### config.mk
export PLATFORM = sky130hd
export DESIGN_NAME = vga_sync_decoder
export DESIGN_NICKNAME = d
export VERILOG_FILES = /design/src/rtl/vga_sync_decoder.sv
export SDC_FILE = /design/constraint.sdc
export NUM_CORES = 1
export LEC_CHECK = 0
export CAP_MARGIN = 20
export CORE_MARGIN = 2
export CORE_UTILIZATION = 60
export CTS_CLUSTER_DIAMETER = 50
export CTS_CLUSTER_SIZE = 40
export DETAILED_ROUTE_END_ITERATION = 16
export PLACE_DENSITY = 0.85
export SLEW_MARGIN = 5
export SYNTH_ARGS = -nofsm -noshare
export SYNTH_HDL_FRONTEND = slang
export SYNTH_SLANG_ARGS = --single-unit
export TNS_END_PERCENT = 5
### constraint.sdc
create_clock -name clk -period 7.4 [get_ports clk]
set_clock_uncertainty 0.15 [all_clocks]
set_input_delay 0.74 -clock clk [delete_from_list [all_inputs] [get_ports clk]]
set_output_delay 0.74 -clock clk [all_outputs]
set_load 0.005 [all_outputs]
### src/rtl/vga_sync_decoder.sv
// vga_sync_decoder: receive-side monitor for a VGA hsync/vsync/rgb stream.
// Recovers pixel coordinates and colour, checks line/frame timing against
// the configured geometry, and reports lock status and timing errors.
module vga_sync_decoder #(
  parameter int   H_VISIBLE   = 640,
  parameter int   H_FRONT     = 16,
  parameter int   H_SYNC      = 96,
  parameter int   H_BACK      = 48,
  parameter int   V_VISIBLE   = 480,
  parameter int   V_FRONT     = 10,
  parameter int   V_SYNC      = 2,
  parameter int   V_BACK      = 33,
  parameter logic SYNC_POL    = 1'b0,
  parameter int   LOCK_FRAMES = 2
) (
  input  logic       clk,
  input  logic       rst,
  input  logic       hsync,
  input  logic       vsync,
  input  logic [2:0] rgb,
  output logic       pixel_valid,
  output logic [9:0] x,
  output logic [8:0] y,
  output logic [2:0] pix_rgb,
  output logic       frame_start,
  output logic       locked,
  output logic       h_err,
  output logic       v_err,
  output logic [7:0] err_count
);

  localparam int H_TOTAL = H_VISIBLE + H_FRONT + H_SYNC + H_BACK;
  localparam int V_TOTAL = V_VISIBLE + V_FRONT + V_SYNC + V_BACK;
  localparam int H_VS    = H_SYNC + H_BACK;
  localparam int H_VE    = H_VS + H_VISIBLE;
  localparam int V_VS    = V_SYNC + V_BACK;
  localparam int V_VE    = V_VS + V_VISIBLE;
  localparam int GW      = (LOCK_FRAMES > 1) ? $clog2(LOCK_FRAMES + 1) : 1;

  typedef enum logic [1:0] {SEARCH, ACQUIRE, LOCKED} state_t;

  state_t          state, state_n;
  logic            hs_r, vs_r;
  logic [2:0]      rgb_r;
  logic            hs_q, vs_q;
  logic            hs_a, vs_a;
  logic            hs_rise, hs_fall, vs_rise, vs_fall;
  logic            vreset;
  logic [10:0]     hcnt, hcnt_n;
  logic [9:0]      vcnt, vcnt_n;
  logic            vpend, vpend_n;
  logic            h_err_n, v_err_n, err_n;
  logic [GW-1:0]   good, good_n;
  logic            frame_bad, frame_bad_n;
  logic            vis;

  assign hs_a = (hs_r == SYNC_POL);
  assign vs_a = (vs_r == SYNC_POL);

  // Input register stage plus previous normalised sync levels for edge detection
  always_ff @(posedge clk or negedge rst) begin
    if (!rst) begin
      hs_r  <= ~SYNC_POL;
      vs_r  <= ~SYNC_POL;
      rgb_r <= '0;
      hs_q  <= 1'b0;
      vs_q  <= 1'b0;
    end else begin
      hs_r  <= hsync;
      vs_r  <= vsync;
      rgb_r <= rgb;
      hs_q  <= hs_a;
      vs_q  <= vs_a;
    end
  end

  // Counter next values and timing checks; hcnt_n/vcnt_n are the positions of
  // the sample currently in rgb_r, while hcnt/vcnt hold the previous sample's.
  always_comb begin
    hs_rise = hs_a & ~hs_q;
    hs_fall = ~hs_a & hs_q;
    vs_rise = vs_a & ~vs_q;
    vs_fall = ~vs_a & vs_q;
    vreset  = hs_rise & (vpend | vs_rise);

    hcnt_n = hcnt;
    if (hs_rise)               hcnt_n = '0;
    else if (hcnt != 11'h7FF)  hcnt_n = hcnt + 11'd1;

    vcnt_n = vcnt;
    if (vreset)                            vcnt_n = '0;
    else if (hs_rise && vcnt != 10'h3FF)   vcnt_n = vcnt + 10'd1;

    vpend_n = vreset ? 1'b0 : (vpend | vs_rise);

    h_err_n = (state != SEARCH) &&
              ((hs_rise && hcnt != 11'(H_TOTAL - 1)) ||
               (hs_fall && hcnt_n != 11'(H_SYNC)) ||
               (hcnt_n == 11'h7FF && hcnt != 11'h7FF));
    v_err_n = (state != SEARCH) &&
              ((vreset && vcnt != 10'(V_TOTAL - 1)) ||
               (vs_fall && vcnt != 10'(V_SYNC - 1)));
    err_n   = h_err_n | v_err_n;

    vis = (state == LOCKED) &&
          (hcnt_n >= 11'(H_VS)) && (hcnt_n < 11'(H_VE)) &&
          (vcnt_n >= 10'(V_VS)) && (vcnt_n < 10'(V_VE));
  end

  // Lock state machine: next state, good-frame counter and per-frame error flag
  always_comb begin
    state_n     = state;
    good_n      = good;
    frame_bad_n = frame_bad | err_n;
    case (state)
      SEARCH: begin
        if (vreset) begin
          state_n     = ACQUIRE;
          good_n      = '0;
          frame_bad_n = 1'b0;
        end
      end
      ACQUIRE: begin
        if (vreset) begin
          frame_bad_n = 1'b0;
          if (!frame_bad && !err_n) begin
            good_n = good + 1'b1;
            if (int'(good) + 1 >= LOCK_FRAMES) state_n = LOCKED;
          end
        end
        if (err_n) good_n = '0;
      end
      LOCKED: begin
        if (err_n) state_n = SEARCH;
      end
      default: state_n = SEARCH;
    endcase
  end

  // Counter and state registers
  always_ff @(posedge clk or negedge rst) begin
    if (!rst) begin
      state     <= SEARCH;
      hcnt      <= '0;
      vcnt      <= '0;
      vpend     <= 1'b0;
      good      <= '0;
      frame_bad <= 1'b0;
    end else begin
      state     <= state_n;
      hcnt      <= hcnt_n;
      vcnt      <= vcnt_n;
      vpend     <= vpend_n;
      good      <= good_n;
      frame_bad <= frame_bad_n;
    end
  end

  // Registered outputs, aligned with the captured colour
  always_ff @(posedge clk or negedge rst) begin
    if (!rst) begin
      pixel_valid <= 1'b0;
      x           <= '0;
      y           <= '0;
      pix_rgb     <= '0;
      frame_start <= 1'b0;
      locked      <= 1'b0;
      h_err       <= 1'b0;
      v_err       <= 1'b0;
      err_count   <= '0;
    end else begin
      pixel_valid <= vis;
      x           <= vis ? 10'(hcnt_n - 11'(H_VS)) : '0;
      y           <= vis ? 9'(vcnt_n - 10'(V_VS)) : '0;
      pix_rgb     <= vis ? rgb_r : '0;
      frame_start <= vis && (hcnt_n == 11'(H_VS)) && (vcnt_n == 10'(V_VS));
      locked      <= (state_n == LOCKED);
      h_err       <= h_err_n;
      v_err       <= v_err_n;
      if ((h_err || v_err) && err_count != 8'hFF) err_count <= err_count + 8'd1;
    end
  end

endmodule

# After elaboration in Yosys (flattened, before gate mapping)
# Index checks and enable logic that the tools add are counted.
[totals]
ff_bits = 69
input_bits = 7
out_inout_bits = 35
elab_cells = 108
[op_classes]
add_sub_neg = 7
magnitude_cmp = 5
eq_ne = 16
n_mux = 21
bitwise = 12
reduce_logical = 27
[ops]
columns = ["cell", "n"]
rows = [
  ["10-bit 2-to-1 mux", 3],
  ["11-bit 2-to-1 mux", 2],
  ["10-bit inequality test, second input constant", 2],
  ["2-bit 2-to-1 mux", 9],
  ["1-bit logical AND", 16],
  ["11-bit by 1-bit adder with 11-bit output, second input constant", 1],
  ["11-bit equality test, second input constant", 1],
  ["11-bit by 8-bit equality test with 1-bit output, second input constant", 1],
  ["11-bit by 8-bit greater-or-equal comparator with 1-bit output, second input constant", 1],
  ["11-bit by 10-bit less-than comparator with 1-bit output, second input constant", 1],
  ["11-bit by 10-bit inequality test with 1-bit output, second input constant", 1],
  ["11-bit inequality test, second input constant", 1],
  ["11-bit by 7-bit inequality test with 1-bit output, second input constant", 1],
  ["10-bit by 1-bit adder with 10-bit output, second input constant", 1],
  ["10-bit by 6-bit equality test with 1-bit output, second input constant", 1],
  ["10-bit by 6-bit greater-or-equal comparator with 1-bit output, second input constant", 1],
  ["10-bit less-than comparator, second input constant", 1],
  ["10-bit by 1-bit inequality test with 1-bit output, second input constant", 1],
  ["10-bit by 8-bit subtractor with 10-bit output, second input constant", 1],
  ["9-bit 2-to-1 mux", 1],
  ["9-bit by 6-bit subtractor with 9-bit output, second input constant", 1],
  ["8-bit by 1-bit adder with 8-bit output, second input constant", 1],
  ["8-bit inequality test, second input constant", 1],
  ["3-bit inequality test, second input constant", 2],
  ["other kinds (19)", 36],
]

# Logic depth before layout (Yosys ltp)
[logic_depth]
word_depth = 15
mapped_depth = 12
depth_no_buf = 11

# Worst setup path after synthesis
# OpenSTA, ideal clock, no wires.
[synth_timing]
path_type = "reg-to-reg"
startpoint = "register vcnt[0]"
endpoint = "register x[4]"
setup_time_ns = 0.073
t_arrival_ns = 3.147
required_time_ns = 7.177
path_slack_ns = 4.030
path_stages_with_launch = 12
path_buffers = 1
synth_period_minus_slack_ns = 3.370
path_cell_list = "dfrtp_1 -> ha_1 -> nand3_1 -> or3_1 -> a32o_1 -> ha_1 -> a221oi_1 -> nand3_1 -> or4_1 -> a221o_1 -> buf_2 -> nor2_1"
[synth_between]
elab_chain_len = 8
word_cells_on_any_way = 10
cone_classes = "1 x add/sub; 2 x order compare; 1 x eq/ne; 3 x mux; 3 x reduce/logical"
[synth_rtl]
columns = ["item", "line_no", "rtl"]
rows = [
  ["start: declaration", "50", "logic [9:0] vcnt, vcnt_n;"],
  ["start signal: assignment", "152", "vcnt <= vcnt_n;"],
  ["branches (longest 2 deep; another with 10-bit by 1-bit adder with 10-bit output)", "--", ""],
  ["10-bit 2-to-1 mux *", "92", "else if (hs_rise && vcnt != 10'h3FF) vcnt_n = vcnt + 10'd1;"],
  ["10-bit 2-to-1 mux *", "91", "if (vreset) vcnt_n = '0;"],
  ["named net vcnt_n[1]", "50", ""],
  ["10-bit by 6-bit greater-or-equal comparator with 1-bit output", "107", "(vcnt_n >= 10'(V_VS)) && (vcnt_n < 10'(V_VE));"],
  ["1-bit logical AND", "106", "(hcnt_n >= 11'(H_VS)) && (hcnt_n < 11'(H_VE)) &&"],
  ["1-bit logical AND *", "107", ""],
  ["10-bit 2-to-1 mux *", "173", "x <= vis ? 10'(hcnt_n - 11'(H_VS)) : '0;"],
  ["end signal: assignment", "173", ""],
  ["end: declaration", "22", "output logic [9:0] x,"],
]
# Mark *: on every way through the listed nets, which the timed path passes.
# A chain may end at the register's enable or synchronous reset.

# Worst setup path after layout
[layout_timing]
startpoint = "register vcnt[0]"
endpoint = "register x[3]"
# Same word-level chain as after synthesis.

==> out/metrics.csv <==
stage,metric,value,unit
critical_path,R2R setup slack,3220,ps
clock_tree,CTS resizes,0,
critical_path,type of origin of the critical path,flop,
place,count of input and output buffers,41,
clock_tree,CTS tree,yes,
min_path,Hold Path Stages,1,
critical_path,Setup crit end kind,flop,
synth,Ys Warns,0,
timing,crit share post-route,56.5,%
timing,final setup vio count,0,
synth,post-synth net total,363,
power,Clock Power Share,38.7,%
routing,post-route ant nets,0,
critical_path,CP top delay family,simple AND/OR/NAND/NOR gates,
power,Worst IR Drop VDD,0.176,mV
critical_path,Reg-to-Reg Start,vcnt[0]$_DFF_PN0_,
critical_path,Bufs and invs on worst path,0,
clock_tree,Clock transition at path regs,80,ps
critical_path,reg2reg end,x[3]$_DFF_PN0_,
clock_tree,hold_buf cts,0,
synth,post-synth top area cell,dfrtp_1,
clock_tree,clk buf depth,2,
timing,Hold Fails Final Rpt,0,
min_path,Hold Crit Class,reg2reg,
timing,Max Slew Vio Count,0,
synth,area share of the largest cell type after synthesis,48.2,%
clock_tree,"Setup Fix Bufs, Post-CTS",0,
synth,most common cell in the synthesized netlist,dfrtp_1,
timing,setup TNS,0,ps
synth,Post-synth EDFFs,0,
synth,sequential element share of the synthesized area,49.7,%
floorplan,die height,80.2,um
critical_path,crit-path cells,ha_1 > nand3_1 > or3_1 > nand2_1 > o21ai_0 > ha_1 > a221oi_1 > nand3_1 > or4_1 > a221o_1 > nor3b_1,
final_layout,Nets,405,
floorplan,Top Ports,42,
power,Leakage Power,1.92,nW
place,Post-Place Setup Slack,3370,ps
routing,Total Routed Length,7840,um
timing,WHS,311,ps
synth,synth cell count leaders,"dfrtp_1, nor2_1, inv_1, nand2_1, o21ai_0",
power,NetSw,269,uW
synth,"Top FF cell, synth",dfrtp_1,
run_status,status,finished clean,
power,Pint,735,uW
critical_path,Crit Path Class,reg2reg,
timing,Fmax achieved,0.239,GHz
routing,drt first pass iters,5,
clock_tree,TritonCTS buffer count,9,
routing,Vias,2868,
place,placer congestion estimate,0.899,
floorplan,core area,5540,sq um
clock_tree,# H-tree levels,3,
synth,Post-Syn Area per Cell,10.1,sq um
min_path,hold path startpoint,vs_r$_DFF_PN1_,
routing,drt drc,0,
grt,grt total ovfl,0,
timing,RSZ-0062 raised after global routing,false,
critical_path,CP arrival,4290,ps
flow_run,Max Cap Viol,0,
timing,post-layout min period,4180,ps
final_layout,Reg area,1730,sq um
grt,GRT Total Usage,27.1,%
floorplan,initial cell density of the core,62.8,%
routing,DR WL/cell,16.9,um
final_layout,layout cells sized above 1,8.16,%
timing,Slew HR,37.6,%
grt,number of global-route vias before repair,2712,
clock_tree,CTS Root Cell,clkbuf_8,
power,Sw Share,26.8,%
min_path,Hold EP,vs_q$_DFF_PN0_,
synth,synthesized flop and latch total,69,
critical_path,CP startpoint,vcnt[0]$_DFF_PN0_,
final_layout,Fill cells,397,
critical_path,Worst path slowest cell,a221o_1,
floorplan,Die Width,80.2,um
grt,largest net degree at the start of global routing,70,
routing,1st-iter DRT viols,358,
synth,Synth Cell Area,3480,sq um
final_layout,fin util,75.6,%
critical_path,CP Data Required Time,7510,ps
synth,Cell variety after synth,64,
synth,ys async rst share,100,%
clock_tree,clk sinks,69,
power,Seq pwr share,44.9,%
final_layout,multi-input logic area,1610,sq um
power,Comb pwr share,16.4,%
timing,Worst Tran Pin Value,936,ps
critical_path,worst-case reg-to-reg path depth,11,
power,P per Cell Area,240,nW/um^2
clock_tree,Clock Latency Late Sink,340,ps
final_layout,Syn-to-layout area delta,20.4,%
floorplan,Row Count,27,
place,post-DP HPWL,5340,um
synth,cells after synthesis,345,
final_layout,ant diodes,0,
grt,first-pass GRT wire length,13300,um
synth,ranking of synthesized cells by area,"dfrtp_1, ha_1, nor2_1, xnor2_1, inv_1",
timing,final setup margin,3220,ps
critical_path,max incr delay on CP,680,ps
floorplan,die area,6420,sq um
routing,DR vias/cell,6.18,
critical_path,"Max FO, Critical Path",23,
grt,initial antenna violation count,0,
==> flip-flops by register name, indices dropped and copies added (netlist names), 2 cells and up <==
signal,cells
hcnt,11
vcnt,10
x,10
y,9
err_count,8
pix_rgb,3
rgb_r,3
good,2
state,2
==> worst max-delay path by stage <==
stage / end / slack [ps] / depth (start not counted)
floorplan: x[4]$_DFF_PN0_ / 4030 / 11
global placement: x[3]$_DFF_PN0_ / 3530 / 10
detailed placement: x[3]$_DFF_PN0_ / 3370 / 11
CTS: x[3]$_DFF_PN0_ / 3270 / 11
global route: x[7]$_DFF_PN0_ / 2910 / 11
finish: x[3]$_DFF_PN0_ / 3220 / 11
==> layout make-up <==
class                      count  area share, %
sequential                    69           41.3
timing repair buffer          43           10.0
clock inverter                 5           2.54
inverter                      22           1.97
clock buffer                  11           3.61
tap                           72           2.15
multi-input combinational    242           38.4
==> placed cells by master (no fill, tap or decap), types with 10 or more instances in the layout <==
cell             instances
inv_1                   22
nor2_1                  34
dfrtp_1                 67
clkdlybuf4s50_1         40
clkbuf_8                11
nand2_1                 22
nand3_1                 12
o21ai_0                 13
nand4_1                 11
a21oi_1                 10
xnor2_1                 12
ha_1                    11
==> metrics by stage <==
stage / power (mW) / instances / area [sq um]
5_1_grt: 1.05 / 464 / 4190
4_1_cts: 1.00 / 464 / 4190
6_report: 1.00 / 464 / 4190
2_1_floorplan: 0.544 / 345 / 3480
3_3_place_gp: 0.613 / 448 / 3930
3_5_place_dp: 0.620 / 448 / 3930
==> power groups by stage <==
stage / registers [mW] / logic (mW) / clock network [mW]
global route: 0.456 / 0.185 / 0.405
detailed placement: 0.457 / 0.163 / 0
floorplan: 0.448 / 0.0963 / 0
finish: 0.451 / 0.165 / 0.388
CTS: 0.450 / 0.165 / 0.390
global placement: 0.454 / 0.159 / 0
==> cells by family after synthesis <==
group,synth area share (%)
compound gates,15.7
fa+ha+maj,3.96
simple gates,20.8
flops,49.7
mux,1.51
buf+inv,4.06
xor+xnor,4.28
==> routing by layer <==
metal / wire length [um] / up-vias / part of all wire, % / track usage (%)
met5: 0 / - / 0 / 0
met1: 3610 / 1370 / 46 / 39.4
met2: 3470 / 145 / 44 / 39.7
met4: 179 / 0 / 2.3 / 11.5
met3: 587 / 16 / 7.5 / 5.39
li1: - / 1337 / - / -
Note: power is estimated with default switching activity, not from simulation.
